## config.mk

```make
export PLATFORM = sky130hd
export DESIGN_NAME = irq_controller
export DESIGN_NICKNAME = d
export VERILOG_FILES = /design/src/rtl/irq_controller.sv
export SDC_FILE = /design/constraint.sdc
export NUM_CORES = 1
export LEC_CHECK = 0
export BUFFER_PORTS_ARGS = -buffer_cell sky130_fd_sc_hd__buf_4
export CAP_MARGIN = 20
export CORE_MARGIN = 2
export CORE_UTILIZATION = 51
export CTS_CLUSTER_DIAMETER = 200
export CTS_CLUSTER_SIZE = 14
export DETAILED_ROUTE_END_ITERATION = 7
export PLACE_DENSITY = 0.87
export SYNTH_ARGS = -nofsm -noshare
export SYNTH_HDL_FRONTEND = slang
export SYNTH_SLANG_ARGS = --single-unit
```

## constraint.sdc

```tcl
create_clock -name clk -period 1.8 [get_ports clk]
set_input_delay 0.27 -clock clk [delete_from_list [all_inputs] [get_ports clk]]
set_output_delay 0.27 -clock clk [all_outputs]
set_load 0.01 [all_outputs]
```

## src/rtl/irq_controller.sv

```systemverilog
// Interrupt sequencer: latches event pulses as pending bits, picks one by fixed priority,
// and walks the cpu through request, take and IACK under a global IEN/IDIS enable.
module irq_controller #(
  parameter int N_SRC = 3,
  parameter int CW    = 2
) (
  input  logic             clk,
  input  logic             reset,
  input  logic [N_SRC-1:0] src_pulse,
  input  logic             ien,
  input  logic             idis,
  input  logic             iack,
  input  logic             irq_take,
  output logic             irq,
  output logic [CW-1:0]    irq_cause,
  output logic             irq_busy,
  output logic [N_SRC-1:0] pending,
  output logic             int_en,
  output logic [7:0]       drop_cnt
);

  typedef enum logic [1:0] {
    IDLE    = 2'b00,
    REQ     = 2'b01,
    SERVICE = 2'b10
  } state_t;

  state_t             state_r;
  state_t             state_nxt_s;
  logic               irq_r;
  logic               irq_nxt_s;
  logic [CW-1:0]      cause_r;
  logic [CW-1:0]      cause_nxt_s;
  logic               busy_r;
  logic               busy_nxt_s;
  logic [N_SRC-1:0]   pending_r;
  logic [N_SRC-1:0]   clr_s;
  logic               drop_any_s;
  logic               int_en_r;
  logic [7:0]         drop_cnt_r;

  // Lowest set index wins: index 0 is the highest priority source.
  function automatic logic [CW-1:0] first_pending(input logic [N_SRC-1:0] p);
    logic [CW-1:0] idx;
    idx = '0;
    for (int i = N_SRC - 1; i >= 0; i--) begin
      if (p[i]) begin
        idx = CW'(i);
      end else begin
        idx = idx;
      end
    end
    return idx;
  endfunction

  // Pending-clear mask from an IACK in service, and detection of pulses lost on set bits.
  always_comb begin
    clr_s = '0;
    for (int i = 0; i < N_SRC; i++) begin
      if ((state_r == SERVICE) && iack && (CW'(i) == cause_r)) begin
        clr_s[i] = 1'b1;
      end else begin
        clr_s[i] = 1'b0;
      end
    end
    // A pulse on the bit being acknowledged re-arms it rather than counting as a drop.
    drop_any_s = |(src_pulse & pending_r & ~clr_s);
  end

  // Next-state and registered-output values of the request/service sequencer.
  always_comb begin
    state_nxt_s = state_r;
    irq_nxt_s   = irq_r;
    cause_nxt_s = cause_r;
    busy_nxt_s  = busy_r;
    case (state_r)
      IDLE: begin
        busy_nxt_s = 1'b0;
        if (int_en_r && (|pending_r)) begin
          state_nxt_s = REQ;
          irq_nxt_s   = 1'b1;
          cause_nxt_s = first_pending(pending_r);
        end else begin
          irq_nxt_s = 1'b0;
        end
      end
      REQ: begin
        if (irq_take) begin
          state_nxt_s = SERVICE;
          irq_nxt_s   = 1'b0;
          busy_nxt_s  = 1'b1;
        end else if (idis) begin
          state_nxt_s = IDLE;
          irq_nxt_s   = 1'b0;
        end else begin
          irq_nxt_s = 1'b1;
        end
      end
      SERVICE: begin
        irq_nxt_s = 1'b0;
        if (iack) begin
          state_nxt_s = IDLE;
          busy_nxt_s  = 1'b0;
        end else begin
          busy_nxt_s = 1'b1;
        end
      end
      default: begin
        state_nxt_s = IDLE;
        irq_nxt_s   = 1'b0;
        cause_nxt_s = '0;
        busy_nxt_s  = 1'b0;
      end
    endcase
  end

  // State, outputs, pending bits, global enable and saturating drop counter.
  always_ff @(posedge clk) begin
    if (reset) begin
      state_r    <= IDLE;
      irq_r      <= 1'b0;
      cause_r    <= '0;
      busy_r     <= 1'b0;
      pending_r  <= '0;
      int_en_r   <= 1'b0;
      drop_cnt_r <= 8'd0;
    end else begin
      state_r   <= state_nxt_s;
      irq_r     <= irq_nxt_s;
      cause_r   <= cause_nxt_s;
      busy_r    <= busy_nxt_s;
      pending_r <= (pending_r & ~clr_s) | src_pulse;
      if (idis) begin
        int_en_r <= 1'b0;
      end else if (ien) begin
        int_en_r <= 1'b1;
      end else begin
        int_en_r <= int_en_r;
      end
      if (drop_any_s && (drop_cnt_r != 8'd255)) begin
        drop_cnt_r <= drop_cnt_r + 8'd1;
      end else begin
        drop_cnt_r <= drop_cnt_r;
      end
    end
  end

  assign irq       = irq_r;
  assign irq_cause = cause_r;
  assign irq_busy  = busy_r;
  assign pending   = pending_r;
  assign int_en    = int_en_r;
  assign drop_cnt  = drop_cnt_r;

endmodule
```

==> summary.md, run 1 <==
| Metric | Value |
|---|---|
| Outcome | `completed` |
| Worst Tran Pin Value | `0.3736 ns` |
| Mapped Area | `982.2 um2` |
| PortBufs | `24` |
| Cts hold-fix bufs | `0` |
| Worst setup SP type | `flip-flop` |
| Fin. max-slew vios | `0` |
| Data required, critical path | `1.99 ns` |
| Power Density | `633.8 nW/um2` |
| #FFs+latches synth | `18` |
| Fin Clk Skew | `0.004835 ns` |
| CTS root buf | `clkbuf_4` |
| Min cycle time layout | `1.709 ns` |
| Area of the core | `1764 um2` |
| # H-tree levels | `1` |
| Met2 Routed Length | `1129 um` |
| Fillers | `143` |
| Die Width | `47.89 um` |
| Worst-path fanout max | `8` |
| Slowest library cell on the worst path | `a32oi_4` |
| Footprint of the multi-input gates | `648.1 um2` |
| Min setup slack post-route | `0.09102 ns` |
| Met3 wire len | `117 um` |
| Largest net degree at the start of global routing | `26` |
| Critical path type | `reg -> reg` |
| Tot GR Track Use | `20.50%` |
| # IOs | `25` |
| WL/cell | `14.07 um` |
| Max clock buf depth | `2` |
| Nets | `150` |
| WL final | `2266 um` |
| # rows | `15` |
| CTS buffer count | `3` |
| Die footprint | `2293 um2` |
| TritonRoute pass-1 iters | `4` |
| Post-synthesis sequential area ratio | `36.69%` |
| Slew HR | `75.09%` |
| Final std cells w/o fill | `161` |
| Setup TNS | `0 ns` |
| Warnings, synthesis | `0` |
| 1st-iter DRT viols | `27` |
| Achievable clock frequency | `585.1 MHz` |
| Max Used Layer | `met4` |
| CTS tree | `yes` |
| LEAKAGE | `0.5470 nW` |
| FF-to-FF path depth | `6` |
| CP Launch Point | `state_r[0]$_SDFFE_PP0P_` |
| RSZ-0062 raised after global routing | `false` |
| Clock Latency Late Sink | `0.29 ns` |
| Synth cell types | `36` |
| Placed cell count | `157` |
| RR Startpoint | `state_r[0]$_SDFFE_PP0P_` |
| Vias | `915` |
| Hold depth | `2` |
| CTS clk-pin slew, worst paths | `0.10 ns` |
| CP Cell Sequence | `inv_1 > ha_4 > nand4b_4 > a32oi_4 > a21oi_1 > mux2_2` |
| Clk sink count | `18` |
| Vias per cell | `5.683` |
| Max-Cap Viols | `0` |
| Worst VDD drop | `477.7 uV` |
| Initial antenna violation count | `0` |
| Sequential cell area | `360.3 um2` |
| Min-delay src | `idis` |
| Ant diodes | `0` |
| CP peak stage delay | `0.41 ns` |
| GPL Wtd Cong | `0.8110` |
| Die Y | `47.89 um` |
| Final Hold Fails | `0` |
| Synth Area per Inst | `9.011 um2` |
| Met1 wire length | `963 um` |
| Starting Density | `55.67%` |
| Global route overflow | `0` |
| DPL Wire Length | `1634 um` |
| DP Worst Slack | `0.002780 ns` |
| Setup-failing EPs final | `0` |
| Drt drc | `0` |
| First-pass GRT wire length | `3243 um` |
| Mapped Nets | `122` |
| ANT nets after route | `0` |
| Period utilisation layout | `94.94%` |
| CP arrival | `1.90 ns` |
| Layout cells sized above 1 | `34.56%` |
| Hold crit path type | `in -> reg` |
| Worst Setup End Kind | `flip-flop` |
| Number of global-route vias before repair | `761` |
| Syn-to-layout area delta | `30.57%` |
| Post-CTS Setup Bufs | `0` |
| Post-Syn Instances | `109` |
logic make-up after synthesis:
family,after synthesis,share of synthesized area [%]
mux,8,8.917
compound gates,26,19.75
simple gates,46,26.88
fa+ha+maj,4,5.096
buf+inv,7,2.675
flops,18,36.69
placed cells by master (no fill, tap or decap):
cell	synthesis	routed
nand4b_1	1	1
o31ai_1	1	1
nor2b_1	5	5
and3b_1	1	1
o21ai_0	2	2
a31o_2	1	1
a211o_2	1	1
a211oi_1	4	1
a21oi_1	10	10
a32oi_1	1	1
o2111ai_1	1	1
clkbuf_4	0	3
a21oi_2	1	1
nand3_4	0	1
mux2i_1	2	2
inv_1	5	5
a32oi_4	1	1
ha_4	0	1
clkbuf_8	0	1
o31a_1	1	1
nand3_1	3	3
or2b_1	1	1
nand4b_4	1	1
nand4bb_4	0	1
nor3_1	2	2
a31oi_1	1	1
and3_1	1	1
a2111oi_1	0	1
buf_4	0	25
a211oi_2	0	3
and2_1	1	1
nand2_1	6	6
nand2b_1	3	3
nand4_1	3	3
or3b_2	1	1
ha_1	4	3
mux2_2	6	6
nor2_1	15	15
dfxtp_1	18	18
synth_stat cells, drive strengths merged:
cell     number  area [um2]
dfxtp        18       360.4
nor2         15       56.30
a21oi        11       58.81
mux2          6       67.56
nand2         6       22.52
inv           5       18.77
nor2b         5       31.28
a211oi        4       30.03
ha            4       50.05
nand3         4       25.02
nand2b        3       18.77
nand4         3       18.77
a32oi         2       36.29
mux2i         2       20.02
nand4b        2       32.53
nor3          2       10.01
o21ai         2       10.01
a2111oi       1       8.760
a211o         1       10.01
a31o          1       8.760
a31oi         1       6.260
and2          1       6.260
and3          1       6.260
and3b         1       8.760
buf           1       3.750
clkbuf        1       3.750
nand4bb       1       11.26
o2111ai       1       8.760
o31a          1       8.760
o31ai         1       7.510
or2b          1       7.510
or3b          1       8.760
worst max-delay path: cells and delay by family, from the launching register on:
kind	cells	cell delay (ns)
buffers and inverters	1	0.12
AOI/OAI and AO/OA	2	0.55
muxes	1	0.28
and+or+nand+nor	1	0.13
adders and majority gates	1	0.20
DFF	1	0.34
layout make-up:
type	instances	share of cell area [%]
Tap cell	25	2.439
Multi-Input combinational cell	84	50.54
Sequential cell	18	28.10
Timing Repair Buffer	25	14.63
Clock buffer	4	2.829
Inverter	5	1.463
where the power goes:
group / total [W] / internal (W) / switching (W)
Sequential: 0.000435 / 0.000414 / 0.0000210
Combinational: 0.000134 / 0.0000661 / 0.0000678
Clock: 0.000244 / 0.000123 / 0.000120
metrics by stage:
step / hold slack, ns / util, % / total power [W] / cell area, um2
after CTS: 0.1299 / 70.00 / 0.0008126 / 1235
after detailed placement: 0.4482 / 67.66 / 0.0005708 / 1194
after floorplan: 0.3493 / - / 0.0005124 / 982.2
after global routing: 0.1391 / 72.70 / 0.0008523 / 1282
after global placement: 0.4441 / 67.66 / 0.0005656 / 1194
final: 0.1390 / 72.70 / 0.0008128 / 1282
path summary, 6_finish.rpt:
| path | to | slack [ns] |
|---|---|---|
| worst max register to register | drop_cnt[2]$_SDFFE_PP0P_ | 0.09 |
| worst min-delay path | int_en$_SDFFE_PP0P_ | 0.14 |
| worst max-delay path | drop_cnt[2]$_SDFFE_PP0P_ | 0.09 |
| worst min register to register | drop_cnt[1]$_SDFFE_PP0P_ | 0.54 |
flip-flops by register name, indices dropped and copies added (netlist names):
register,cells
irq,1
state_r,2
irq_busy,1
irq_cause,2
int_en,1
pending,3
drop_cnt,8
metal layers:
metal,up-vias,GRT usage (%)
met3,4,3.396
met2,30,33.87
met5,-,0
met1,431,24.43
li1,450,-
met4,0,12.97
repair_timing:
| item | 4_1_cts | 5_1_grt |
|---|---|---|
| endpoints found under the setup margin | 1 | 7 |
| gates cloned | 0 | 0 |
| resized for setup | 1 | 7 |
| pin swaps | 0 | 1 |
(Power assumes the default switching activity.)
==> run 2, diff against run 1 <==
CORE_UTILIZATION = 54   (was 51)
CTS_BUF_LIST = sky130_fd_sc_hd__clkbuf_8   (was default)
PLACE_DENSITY = 0.91   (was 0.87)
==> run 2 against run 1 <==
Sequential power about the same; clock power up 34%; sequential share of layout area is 0.24 points lower; register-to-register slack lost 0.05 ns; global-route usage grew 1.6 points; via count grew 1.7%; utilization up 2.2 points; fmax is 2.9% lower; critical path type unchanged; largest cell class unchanged; largest power group unchanged.
==> summary.md, run 2 (synthesis gave the netlist of run 1 again) <==
| Metric | Value |
|---|---|
| Die Width | `46.65 um (was 47.89 um)` |
| Vias per cell | `5.783 (was 5.683)` |
| First-pass GRT wire length | `3415 um (was 3243 um)` |
| Data required, critical path | `1.95 ns (was 1.99 ns)` |
| Slew HR | `74.05% (was 75.09%)` |
| # IOs | `25 (unchanged)` |
| Nets | `150 (unchanged)` |
| Clk sink count | `18 (unchanged)` |
| DPL Wire Length | `1596 um (was 1634 um)` |
| Worst Setup End Kind | `flip-flop (unchanged)` |
| Worst VDD drop | `529.5 uV (was 477.7 uV)` |
| Commonest non-fill, non-tap cell in the layout | `buf_4 (unchanged)` |
| Worst-path fanout max | `8 (unchanged)` |
| Largest net degree at the start of global routing | `26 (unchanged)` |
| Final Hold Fails | `0 (unchanged)` |
| Outcome | `completed (unchanged)` |
| Die Y | `46.65 um (was 47.89 um)` |
| # rows | `15 (unchanged)` |
| CP Cell Sequence | `inv_1 > ha_4 > nand4b_1 > nand3_2 > a211oi_2 > mux2_2 (was inv_1 > ha_4 > nand4b_4 > a32oi_4 > a21oi_1 > mux2_2)` |
| Worst Tran Pin Value | `0.3883 ns (was 0.3736 ns)` |
| PortBufs | `24 (unchanged)` |
| Final core occ | `74.93% (was 72.70%)` |
| Final std cells w/o fill | `161 (unchanged)` |
| Global route overflow | `0 (unchanged)` |
| Starting Density | `56.88% (was 55.67%)` |
| Area of the core | `1727 um2 (was 1764 um2)` |
| Placed cell count | `157 (unchanged)` |
| Achievable clock frequency | `567.9 MHz (was 585.1 MHz)` |
| Clock Latency Late Sink | `0.25 ns (was 0.29 ns)` |
| Switch Pwr | `0.0002205 W (was 0.0002093 W)` |
| Tot GR Track Use | `22.08% (was 20.50%)` |
| RSZ-0062 raised after global routing | `false (unchanged)` |
| Number of global-route vias before repair | `830 (was 761)` |
| CTS tree | `yes (unchanged)` |
| GPL Wtd Cong | `0.7937 (was 0.8110)` |
| 1st-iter DRT viols | `15 (was 27)` |
| Top cell family by delay on the critical path | `flip-flops (was compound AO/OA/AOI/OAI gates)` |
| WL/cell | `13.70 um (was 14.07 um)` |
| Slowest library cell on the worst path | `dfxtp_1 (was a32oi_4)` |
| # H-tree levels | `1 (unchanged)` |
| CP arrival | `1.91 ns (was 1.90 ns)` |
| Hold crit path type | `in -> reg (unchanged)` |
| Power Density | `691.0 nW/um2 (was 633.8 nW/um2)` |
| Worst path buffer plus inverter count | `1 (unchanged)` |
| Critical path type | `reg -> reg (unchanged)` |
| CTS root buf | `clkbuf_8 (was clkbuf_4)` |
| Period utilisation layout | `97.82% (was 94.94%)` |
| Max-Cap Viols | `0 (unchanged)` |
| Setup-failing EPs final | `0 (unchanged)` |
| Die footprint | `2176 um2 (was 2293 um2)` |
| Fin. max-slew vios | `0 (unchanged)` |
| Setup TNS | `0 ns (unchanged)` |
| Vias | `931 (was 915)` |
| TritonRoute pass-1 iters | `4 (unchanged)` |
| WL final | `2205 um (was 2266 um)` |
| Commonest cells after routing, fill and taps aside | `buf_4 (25), dfxtp_1 (18), nor2_1 (15), a21oi_1 (10) (unchanged)` |
| CTS clk-pin slew, worst paths | `0.07 ns (was 0.10 ns)` |
| Clock share of power | `36.6% (was 30.0%)` |
| Drt drc | `0 (unchanged)` |
| Min cycle time layout | `1.761 ns (was 1.709 ns)` |
| Max FFs per register | `8 (unchanged)` |
| CTS buffer count | `3 (unchanged)` |
| Ant diodes | `0 (unchanged)` |
| Cts hold-fix bufs | `0 (unchanged)` |
| Post-CTS Setup Bufs | `0 (unchanged)` |
| Part of the power in combinational logic | `14.8% (was 16.5%)` |
| ANT nets after route | `0 (unchanged)` |
| Fin Clk Skew | `0.005654 ns (was 0.004835 ns)` |
| Worst setup SP type | `flip-flop (unchanged)` |
| Int Power | `0.0006735 W (was 0.0006034 W)` |
| Seq pwr share | `48.6% (was 53.5%)` |
| Layout cells sized above 1 | `34.56% (unchanged)` |
| LEAKAGE | `0.5542 nW (was 0.5470 nW)` |
| Switching part of the total power | `24.66% (was 25.76%)` |
| Syn-to-layout area delta | `31.72% (was 30.57%)` |
| Initial antenna violation count | `0 (unchanged)` |
| Max clock buf depth | `2 (unchanged)` |
| CP peak stage delay | `0.36 ns (was 0.41 ns)` |
run 2: cell counts in the layout (fill, tap and decap cells not counted):
No cell type changed its count.
run 2: metrics by stage:
step	total power, W	hold slack (ns)	worst slack [ns]	cell area, um2
after floorplan	0.0005124	0.3493	0.1713	982.2
after global placement	0.0005652	0.4438	0.1086	1194
after detailed placement	0.0005705	0.4467	0.01221	1194
after CTS	0.0008993	0.1787	0.01236	1254
after global routing	0.0009390	0.1781	0.01719	1294
final	0.0008940	0.1834	0.03917	1294
run 2: worst paths after layout:
| kind | startpoint | end | slack [ns] | cells after the start |
|---|---|---|---|---|
| min | idis | int_en$_SDFFE_PP0P_ | 0.18 | 2 |
| max | state_r[0]$_SDFFE_PP0P_ | drop_cnt[6]$_SDFFE_PP0P_ | 0.04 | 6 |
| min reg2reg | irq_busy$_SDFFE_PP0P_ | irq_busy$_SDFFE_PP0P_ | 0.53 | 2 |
| max reg2reg | state_r[0]$_SDFFE_PP0P_ | drop_cnt[6]$_SDFFE_PP0P_ | 0.04 | 6 |
run 2: area by class of cell:
type	count	area (um2)
multi-input combinational	84	640.6
fill	120	432.9
sequential	18	360.3
timing repair buffer	25	187.7
clock buffer	4	55.05
tap	25	31.28
inverter	5	18.77
run 2: metal layers:
layer / up-vias / global-route usage (%) / share of wire, %
met5: - / 0 / 0
met4: 0 / 8.889 / 0.50
met3: 2 / 4.706 / 4.2
met2: 20 / 36.67 / 50
met1: 455 / 27.62 / 46
li1: 454 / - / -
run 2: repair_timing:
action | CTS | global route
gates resized for setup | 1 | 6
setup endpoints to repair | 1 | 7
pin swaps | 0 | 1
run 2: power groups by stage:
stage          clock (W)  sequential [W]  combinational (W)
3_3_place_gp           0        0.000442           0.000123
3_5_place_dp           0        0.000443           0.000127
6_report        0.000327        0.000434           0.000132
5_1_grt         0.000357        0.000437           0.000146
2_1_floorplan          0        0.000448          0.0000649
4_1_cts         0.000337        0.000434           0.000128
==> run 3, diff against run 2 <==
CORE_UTILIZATION = 50   (was 54)
PLACE_DENSITY = 0.86   (was 0.91)
==> run 3 against run 2 <==
First-iteration DRC count shrank 47%; die area rose by 7.3%; utilization is 6.5 points lower; setup slack better by 0.050 ns; combinational power about the same.
==> summary.md, run 3 (synthesis gave the netlist of run 1 again) <==
| Metric | Value |
|---|---|
| CTS root buf | `clkbuf_8 (unchanged)` |
| # H-tree levels | `1 (unchanged)` |
| Layout cells sized above 1 | `36.03% (was 34.56%)` |
| Die Y | `48.32 um (was 46.65 um)` |
| Achievable clock frequency | `584.6 MHz (was 567.9 MHz)` |
| ANT nets after route | `0 (unchanged)` |
| Switch Pwr | `0.0002144 W (was 0.0002205 W)` |
| Worst-path fanout max | `8 (unchanged)` |
| Tot GR Track Use | `20.16% (was 22.08%)` |
| Clock share of power | `32.5% (was 36.6%)` |
| Nets | `151 (was 150)` |
| Number of global-route vias before repair | `864 (was 830)` |
| Initial antenna violation count | `0 (unchanged)` |
| Critical path type | `reg -> reg (unchanged)` |
| Data required, critical path | `1.94 ns (was 1.95 ns)` |
| Worst setup SP type | `flip-flop (unchanged)` |
| Final core occ | `68.42% (was 74.93%)` |
| Fin. max-slew vios | `0 (unchanged)` |
| Vias | `924 (was 931)` |
| Clk sink count | `18 (unchanged)` |
| Die Width | `48.32 um (was 46.65 um)` |
| Global route overflow | `0 (unchanged)` |
| Period utilisation layout | `95.03% (was 97.82%)` |
| Max-Cap Viols | `0 (unchanged)` |
| Slowest library cell on the worst path | `a32oi_4 (was dfxtp_1)` |
| Area of the core | `1902 um2 (was 1727 um2)` |
| Met3 wire len | `118 um (was 92 um)` |
| # rows | `16 (was 15)` |
| Worst Setup End Kind | `flip-flop (unchanged)` |
| Fin Clk Skew | `0.004991 ns (was 0.005654 ns)` |
| Vias per cell | `5.669 (was 5.783)` |
| Worst VDD drop | `473.2 uV (was 529.5 uV)` |
| CP arrival | `1.85 ns (was 1.91 ns)` |
| Die footprint | `2335 um2 (was 2176 um2)` |
| Drt drc | `0 (unchanged)` |
| Fillers | `162 (was 120)` |
| Min cycle time layout | `1.710 ns (was 1.761 ns)` |
| RSZ-0062 raised after global routing | `false (unchanged)` |
| Met2 Routed Length | `1291 um (was 1092 um)` |
| CP Cell Sequence | `inv_1 > ha_4 > nand4b_4 > a32oi_4 > a211oi_2 > mux2_2 (was inv_1 > ha_4 > nand4b_1 > nand3_2 > a211oi_2 > mux2_2)` |
| Ant diodes | `0 (unchanged)` |
| Setup-failing EPs final | `0 (unchanged)` |
| Outcome | `completed (unchanged)` |
| DP Worst Slack | `0.009536 ns (was 0.01221 ns)` |
| Worst Tran Pin Value | `0.3771 ns (was 0.3883 ns)` |
| First-pass GRT wire length | `3760 um (was 3415 um)` |
| WL final | `2346 um (was 2205 um)` |
| # IOs | `25 (unchanged)` |
| Switching part of the total power | `25.41% (was 24.66%)` |
| Syn-to-layout area delta | `32.48% (was 31.72%)` |
| Slew HR | `74.79% (was 74.05%)` |
| GPL Wtd Cong | `0.8307 (was 0.7937)` |
| Starting Density | `51.64% (was 56.88%)` |
| Int Power | `0.0006294 W (was 0.0006735 W)` |
| Power Density | `648.4 nW/um2 (was 691.0 nW/um2)` |
| WL/cell | `14.39 um (was 13.70 um)` |
| Largest net degree at the start of global routing | `26 (unchanged)` |
| Met1 wire length | `889 um (was 1008 um)` |
| Part of the power in combinational logic | `15.9% (was 14.8%)` |
| Min setup slack post-route | `0.08954 ns (was 0.03917 ns)` |
| Final Hold Fails | `0 (unchanged)` |
| DPL Wire Length | `1639 um (was 1596 um)` |
| Cts hold-fix bufs | `0 (unchanged)` |
| TritonRoute pass-1 iters | `4 (unchanged)` |
| Seq pwr share | `51.6% (was 48.6%)` |
| Max clock buf depth | `2 (unchanged)` |
| 1st-iter DRT viols | `8 (was 15)` |
| Hold crit path type | `in -> reg (unchanged)` |
| Clock Latency Late Sink | `0.25 ns (about the same)` |
| PortBufs | `24 (unchanged)` |
| Worst hold margin | `0.1849 ns (was 0.1834 ns)` |
| Max Used Layer | `met4 (unchanged)` |
| Max FFs per register | `8 (unchanged)` |
| CP peak stage delay | `0.41 ns (was 0.36 ns)` |
| CTS buffer count | `3 (unchanged)` |
| Commonest non-fill, non-tap cell in the layout | `buf_4 (unchanged)` |
| Total power | `0.0008437 W (was 0.0008940 W)` |
| Commonest cells after routing, fill and taps aside | `buf_4 (26), dfxtp_1 (17), nor2_1 (14), a21oi_1 (10) (was buf_4 (25), dfxtp_1 (18), nor2_1 (15), a21oi_1 (10))` |
| CTS clk-pin slew, worst paths | `0.07 ns (about the same)` |
| LEAKAGE | `0.5522 nW (was 0.5542 nW)` |
| CTS tree | `yes (unchanged)` |
run 3: power groups by stage:
stage	Clock, W	Combinational [W]	Sequential, W
after floorplan	0	0.0000649	0.000448
after global placement	0	0.000124	0.000442
after detailed placement	0	0.000127	0.000443
after CTS	0.000279	0.000129	0.000434
after global routing	0.000297	0.000148	0.000438
final	0.000274	0.000134	0.000436
run 3: metrics by stage:
stage / std cells / instance area (um2) / setup TNS [ns]
2_1_floorplan: 109 / 982.2 / 0
5_1_grt: 163 / 1301 / 0
3_3_place_gp: 159 / 1196 / 0
4_1_cts: 162 / 1237 / -0.04439
3_5_place_dp: 159 / 1196 / 0
6_report: 163 / 1301 / 0
run 3: timing repair:
| item | in CTS | in global routing |
|---|---|---|
| setup buffers | 0 | 1 |
| gates resized for setup | 0 | 10 |
| pin swaps | 0 | 5 |
| endpoints found under the setup margin | 3 | 7 |
run 3: critical path, delay by kind of cell (launching register included):
kind                       cells  cell delay, ns
DFF                            1            0.33
buffers and inverters          1            0.12
adders and majority gates      1            0.20
muxes                          1            0.29
and+or+nand+nor                1            0.12
AOI/OAI and AO/OA              2            0.54
run 3: routing by layer:
metal / vias to the layer above / track usage (%)
met1: 434 / 22.33
met5: - / 0
met4: 0 / 9.524
met3: 6 / 4.012
met2: 34 / 36.81
li1: 450 / -
run 3: final cells by class:
type / instances / area (um2) / share of cell area, %
Multi-Input combinational cell: 84 / 650.6 / 50.00
Clock buffer: 3 / 41.29 / 3.173
Timing Repair Buffer: 26 / 195.2 / 15.00
Tap cell: 27 / 33.78 / 2.596
Inverter: 5 / 18.77 / 1.442
Sequential cell: 18 / 361.6 / 27.79
run 3: worst paths after layout:
| kind | to | slack, ns | start | cells after the start |
|---|---|---|---|---|
| max reg2reg | drop_cnt[3]$_SDFFE_PP0P_ | 0.09 | state_r[0]$_SDFFE_PP0P_ | 6 |
| min reg2reg | drop_cnt[1]$_SDFFE_PP0P_ | 0.53 | drop_cnt[1]$_SDFFE_PP0P_ | 2 |
| min | int_en$_SDFFE_PP0P_ | 0.18 | idis | 2 |
| max | drop_cnt[3]$_SDFFE_PP0P_ | 0.09 | state_r[0]$_SDFFE_PP0P_ | 6 |
